## src/rtl/reg_file_cc.sv

```systemverilog
// reg_file_cc: operand-fetch / writeback stage feeding the ALU.
// Eight general-purpose registers, SR2/imm5 operand mux, NZP condition
// codes and the BEN branch-enable flag.
// Optional macro READ_BYPASS_EN: forwards the writeback bus onto a read
// port whose select matches dr while ld_reg is high.
module reg_file_cc #(
    parameter int DATA_W = 16,
    parameter int ADDR_W = 3,
    parameter int IMM_W  = 5
) (
    input  logic              clk,
    input  logic              reset_n,
    input  logic [DATA_W-1:0] bus,
    input  logic              ld_reg,
    input  logic [ADDR_W-1:0] dr,
    input  logic [ADDR_W-1:0] sr1,
    input  logic [ADDR_W-1:0] sr2,
    input  logic              sr2mux,
    input  logic [DATA_W-1:0] ir,
    input  logic              ld_cc,
    input  logic              ld_ben,
    output logic [DATA_W-1:0] one,
    output logic [DATA_W-1:0] two,
    output logic [2:0]        nzp,
    output logic              ben
);

    localparam int NREG = 2 ** ADDR_W;

    localparam logic [2:0] CC_N = 3'b100;
    localparam logic [2:0] CC_Z = 3'b010;
    localparam logic [2:0] CC_P = 3'b001;

    logic [DATA_W-1:0] regs [NREG];
    logic [DATA_W-1:0] rd1;
    logic [DATA_W-1:0] rd2;
    logic [DATA_W-1:0] imm_sext;
    logic [2:0]        cc_next;

    // Only the branch mask and the immediate field of ir are consumed here.
    logic unused_ir_bits;
    assign unused_ir_bits = ^{ir[DATA_W-1:12], ir[8:IMM_W]};

    // Register array: asynchronous clear, single write port driven by the bus.
    always_ff @(posedge clk or negedge reset_n) begin
        if (!reset_n) begin
            // NOTE: this storage is architecturally visible after reset, so every
            // entry is cleared; an unreset array would read X until first written.
            for (int i = 0; i < NREG; i++) begin
                regs[i] <= '0;
            end
        end else if (ld_reg) begin
            // NOTE: non-blocking assignment keeps every read in this edge seeing
            // the pre-edge contents, which is what the same-cycle read relies on.
            regs[dr] <= bus;
        end
    end

    // Condition code decode from the bus: negative, zero or positive, one-hot.
    always_comb begin
        // NOTE: default first so every path assigns cc_next and no latch forms.
        cc_next = CC_P;
        if (bus[DATA_W-1]) begin
            cc_next = CC_N;
        end else if (bus == '0) begin
            cc_next = CC_Z;
        end
    end

    // NZP and BEN registers; BEN samples the nzp held before this edge.
    always_ff @(posedge clk or negedge reset_n) begin
        if (!reset_n) begin
            nzp <= CC_Z;
            ben <= 1'b0;
        end else begin
            if (ld_cc) begin
                nzp <= cc_next;
            end
            if (ld_ben) begin
                ben <= |(ir[11:9] & nzp);
            end
        end
    end

`ifdef READ_BYPASS_EN
    // Write-before-read forwarding: a matching read port sees the bus directly.
    always_comb begin
        rd1 = regs[sr1];
        rd2 = regs[sr2];
        if (ld_reg && (sr1 == dr)) begin
            rd1 = bus;
        end
        if (ld_reg && (sr2 == dr)) begin
            rd2 = bus;
        end
    end
`else
    // Plain combinational reads of the stored contents.
    always_comb begin
        rd1 = regs[sr1];
        rd2 = regs[sr2];
    end
`endif

    // Operand formation: sign-extended imm5 or SR2 on the second operand.
    always_comb begin
        imm_sext = {{(DATA_W - IMM_W){ir[IMM_W-1]}}, ir[IMM_W-1:0]};
        one      = rd1;
        two      = sr2mux ? imm_sext : rd2;
    end

endmodule
```

## config.mk

```make
export PLATFORM = sky130hd
export DESIGN_NAME = reg_file_cc
export DESIGN_NICKNAME = d
export VERILOG_FILES = /design/src/rtl/reg_file_cc.sv
export SDC_FILE = /design/constraint.sdc
export NUM_CORES = 1
export LEC_CHECK = 0
export CAP_MARGIN = 10
export CORE_MARGIN = 2
export CORE_UTILIZATION = 45
export DETAILED_ROUTE_END_ITERATION = 8
export GPL_TIMING_DRIVEN = 0
export HOLD_SLACK_MARGIN = 0.08
export MAX_ROUTING_LAYER = met4
export PLACE_DENSITY = 0.7
export SYNTH_ARGS = -nofsm -noshare
export SYNTH_HDL_FRONTEND = slang
export SYNTH_SLANG_ARGS = --single-unit
```

## constraint.sdc

```tcl
create_clock -name clk -period 2.2 [get_ports clk]
set_input_delay 0.44 -clock clk [delete_from_list [all_inputs] [get_ports clk]]
set_output_delay 0.44 -clock clk [all_outputs]
set_load 0.05 [all_outputs]
```

==> results <==
- The combinational family with the most area after synthesis is multiplexers.
- The number of storage elements in the synthesis netlist is 132.
- The number of buffers inserted during clock tree synthesis is 17.
- The setup violation total in the final timing report is 3.
- The internal cell power is 6.26 mW.
- The buffer cell driving the clock tree root is sky130_fd_sc_hd__clkbuf_16.
- Of the total power, the clock network draws 0.304.
- In the post-route analysis, the smallest setup slack over all paths is -0.0228 ns.
- The cell area after synthesis is 7330 um^2.
- The detail-routed via count per cell is 6.02.
- After the first detailed-routing iteration, the DRC count stood at 402.
- In the post-synthesis netlist, the cell with the most instances is sky130_fd_sc_hd__mux2_2.
- In this run the mean area of a mapped cell was 15.3 um^2.
- Dividing the detail-routed wire length by the instance count gives 25.5 um.
- Setup repair after global routing could not meet its margin everywhere.
- The total half-perimeter wirelength after legalization and detailed placement is 13100 um.
- The residual DRC count is 0.
- Between clock sinks in the finished design, the worst skew comes to 0.000220 ns.
- The share of total power dissipated in sequential elements is 0.370.
- From bottom edge to top edge, the die measures 132 um.
- The leading register cell type out of synthesis is sky130_fd_sc_hd__dfrtp_1.
- The via count of the first global-routing pass is 5264.
- The synthesized instance count is 479.
- The row count is 46.
- The maximum fanout along the worst path is 2.
- In this run the power spent charging and discharging nets is 2.78 mW.
- The fraction of post-synthesis cell area in the top cell type by area is 0.447.
- After detailed placement, the design holds a cell count of 764.
- Sorting the synthesized cells by how often they occur yields sky130_fd_sc_hd__mux2_2, sky130_fd_sc_hd__dfrtp_1, sky130_fd_sc_hd__mux4_1.
- Clock tree synthesis found a total of 132 sinks.
- Across all hold checks on the routed design, the worst slack comes to 0.503 ns.
- Across every metal layer, demand over resource in global routing totals 0.257.
- Across all layers, the routed design uses 4917 vias.
- The detail route stage leaves a number of antenna-violating nets equal to 0.
- Of the total power, combinational logic draws 0.326.
- The count of port buffers added during placement is 67.
- Data on the critical path arrives at its endpoint at 1.78 ns.
- The total grt overflow is 0.
- The chip width is 132 um.
- The compound-cell area share of the yosys netlist is 0.0384.
- The xor-xnor portion of the synthesized cell area is 0.
- The global placer's final weighted congestion is 0.806.
- In the post-synthesis netlist, the biggest area contributors are sky130_fd_sc_hd__dfrtp_1, sky130_fd_sc_hd__mux2_2, sky130_fd_sc_hd__mux4_1.
- The total area inside the core boundary comes to 15900 um^2.
- The checks that failed: negative setup slack.
- The highest achievable clock rate is 450 MHz.
- The core utilization of the finished layout is 0.612.
- STA classifies the critical path endpoint as an output port.
- The run finished, with violations left.
- The insertion delay of the later-clocked pin in the worst-skew pair is 0.42 ns.
- The kind of start point of the critical path is a flip-flop.
- The final count of hold timing violations is 0.
- The sum of routed wire length over all layers is 20900 um.
- The total power consumption of the routed design is 9.05 mW.
- Counting flops with a built-in enable in the synthesized netlist gives 0.
- The first TritonRoute pass finished after 5 iterations.
- The cell type with the largest total area after synthesis is sky130_fd_sc_hd__dfrtp_1.
- At the pin with the least slew margin, the transition time is 0.833 ns.
- In the final layout, the share of cells above drive strength 1 is 0.672.
- In the final timing run, aggregate negative setup slack is -0.0495 ns.
- In the finished design, the share of the clock period the worst path needs comes to 1.01.
- In the synthesized netlist the async set-or-reset flop fraction comes to 1.00.
- The post-synthesis share of cell area spent on and, or, nand and nor gates is 0.0413.
- TritonCTS built the clock tree.
- Entering global routing, the biggest net connects 94 pins.
- The path class of the tightest hold or removal check is flip-flop to flip-flop.
- The switching fraction of total power is 0.308.
- After clock tree synthesis, the clock-pin slew on the worst setup and hold paths is 0.06 ns.
- The area of the die is 17300 um^2.
- Relative to the synthesized area, the layout overhead comes to 32.8%.
- The max capacitance violation total is 0.
- The count of pins over their slew limit is 0.
- The number of distinct standard cells referenced by the synthesized netlist is 32.
- 83 I/O pins were placed.
- The part of the Yosys area used for sequential elements is 0.451.
- The first global-routing pass estimated 32300 um of wire.
- The initial antenna violation count is 0.
- Measured against its own limit, the worst slew margin works out to 0.439.
- Excluding fillers, the count of instances in the completed layout stands at 817.
- The largest vdd supply drop is 0.636 mV.
- The warning count from the yosys run is 0.
- The required time of the worst setup path is 1.76 ns.
- The synthesized netlist net count is 526.
- The mux contribution to synthesized area is 0.432.
- The leakage power summed over all cells is 4.00 nW.
- The H-tree generated during clock tree synthesis spans 4 levels.
- The number of antenna diodes is 0.
- The power density over the cells is 930 nW/um^2.
- The post-layout minimum cycle time is 2.22 ns.
- The initial utilization of the core area, before any placement, comes to 0.461.
- The number of nets in the finished design is 635.
- The maximum root-to-sink buffer count is 2.
- Of the total synthesized cell area, the portion taken by full adders, half adders and majority gates is 0.
- The category of the most critical setup path is flip-flop to output port.
## final timing paths
path	slack [ns]	cells past startpoint	start	endpoint
hold reg to reg	0.50	2	nzp[1]$_DFFE_PN1P_	nzp[1]$_DFFE_PN1P_
setup / recovery	-0.02	3	regs[126]$_DFFE_PN0P_	one[14]
setup reg to reg	1.24	2	nzp[0]$_DFFE_PN0P_	ben$_DFFE_PN0P_
min in group asynchronous	0.51	2	reset_n	regs[9]$_DFFE_PN0P_
max in group asynchronous	0.90	3	reset_n	regs[107]$_DFFE_PN0P_
hold / removal	0.50	2	nzp[1]$_DFFE_PN1P_	nzp[1]$_DFFE_PN1P_
## flip-flops by register name, indices dropped and copies added (netlist names)
| name | cells |
|---|---|
| regs | 128 |
| nzp | 3 |
| ben | 1 |
## layout make-up
type | instances | area [um^2]
fillers | 1215 | 6160
multi-input cells | 308 | 4150
flip-flops and latches | 132 | 3300
repair buffers | 92 | 1000
clock buffers | 28 | 527
plain buffers | 35 | 420
well taps | 216 | 270
clock inverters | 4 | 45.0
inverters | 2 | 7.51
## routing by layer
metal / vias to the layer above / wire length, um / global-route usage
met2: 164 / 10400 / 0.407
met5: - / 0 / -
met1: 2632 / 9090 / 0.340
li1: 2096 / - / -
met3: 25 / 1030 / 0.0463
met4: 0 / 388 / 0.0773
## worst max-delay path, stage by stage (launching register included)
cell and delay [ns]:
sky130_fd_sc_hd__dfrtp_1 0.40, sky130_fd_sc_hd__mux4_2 0.51, sky130_fd_sc_hd__mux2_4 0.30, sky130_fd_sc_hd__buf_6 0.15
## logic make-up (layout without fill, tap and decap cells)
kind of cell / after synthesis / count (layout)
flip-flops: 132 / 132
multiplexers: 229 / 229
AO/OA/AOI/OAI: 41 / 41
buffers and inverters: 39 / 161
AND/OR/NAND/NOR: 38 / 38
## cells in the final DEF (no fill, tap or decap), drive strengths merged
| cell type | synthesis | routed |
|---|---|---|
| mux2 | 185 | 185 |
| dfrtp | 131 | 131 |
| buf | 28 | 87 |
| mux4 | 44 | 44 |
| clkbuf | 9 | 34 |
| clkdlybuf4s50 | 0 | 30 |
| o22ai | 21 | 21 |
| o31ai | 16 | 16 |
| nor2b | 12 | 12 |
| nand2 | 7 | 7 |
| nor4 | 4 | 4 |
| nand2b | 4 | 4 |
| nand4b | 3 | 3 |
| clkinv | 0 | 3 |
| nor3 | 2 | 2 |
| nor3b | 2 | 2 |
| inv | 2 | 2 |
| clkdlybuf4s15 | 0 | 2 |
| nand4 | 2 | 2 |
| or2 | 1 | 1 |
| a41o | 1 | 1 |
| o21ai | 1 | 1 |
| a222oi | 1 | 1 |
| nor2 | 1 | 1 |
| a21oi | 1 | 1 |
| bufinv | 0 | 1 |
| dlygate4sd3 | 0 | 1 |
| dfstp | 1 | 1 |
| dlygate4sd2 | 0 | 1 |
## per-stage QoR
stage          cell area [um^2]  setup WS (ns)
6_report                   9730        -0.0228
5_1_grt                    9730        -0.0478
4_1_cts                    9570        -0.0259
3_5_place_dp               8520          -1.43
3_3_place_gp               8480          -4.41
2_1_floorplan              7540         -0.162
## what timing repair did
item | in CTS | in global routing
endpoints found under the setup margin | 33 | 28
hold buffers | 1 | 0
gates resized for setup | 339 | 26
hold endpoints to repair | 38 | 0
pin swaps | 4 | 3
cloned | 3 | 1
setup buffers | 8 | 10
## power by group through the flow
stage | Clock (mW) | Sequential (mW) | Combinational (mW)
global route | 2.88 | 3.40 | 3.10
global placement | 0 | 3.29 | 2.47
finish | 2.75 | 3.35 | 2.95
detailed placement | 0 | 3.36 | 2.53
CTS | 2.76 | 3.33 | 2.83
floorplan | 0 | 3.24 | 1.87
No activity file was read; power rests on OpenSTA's default activity.
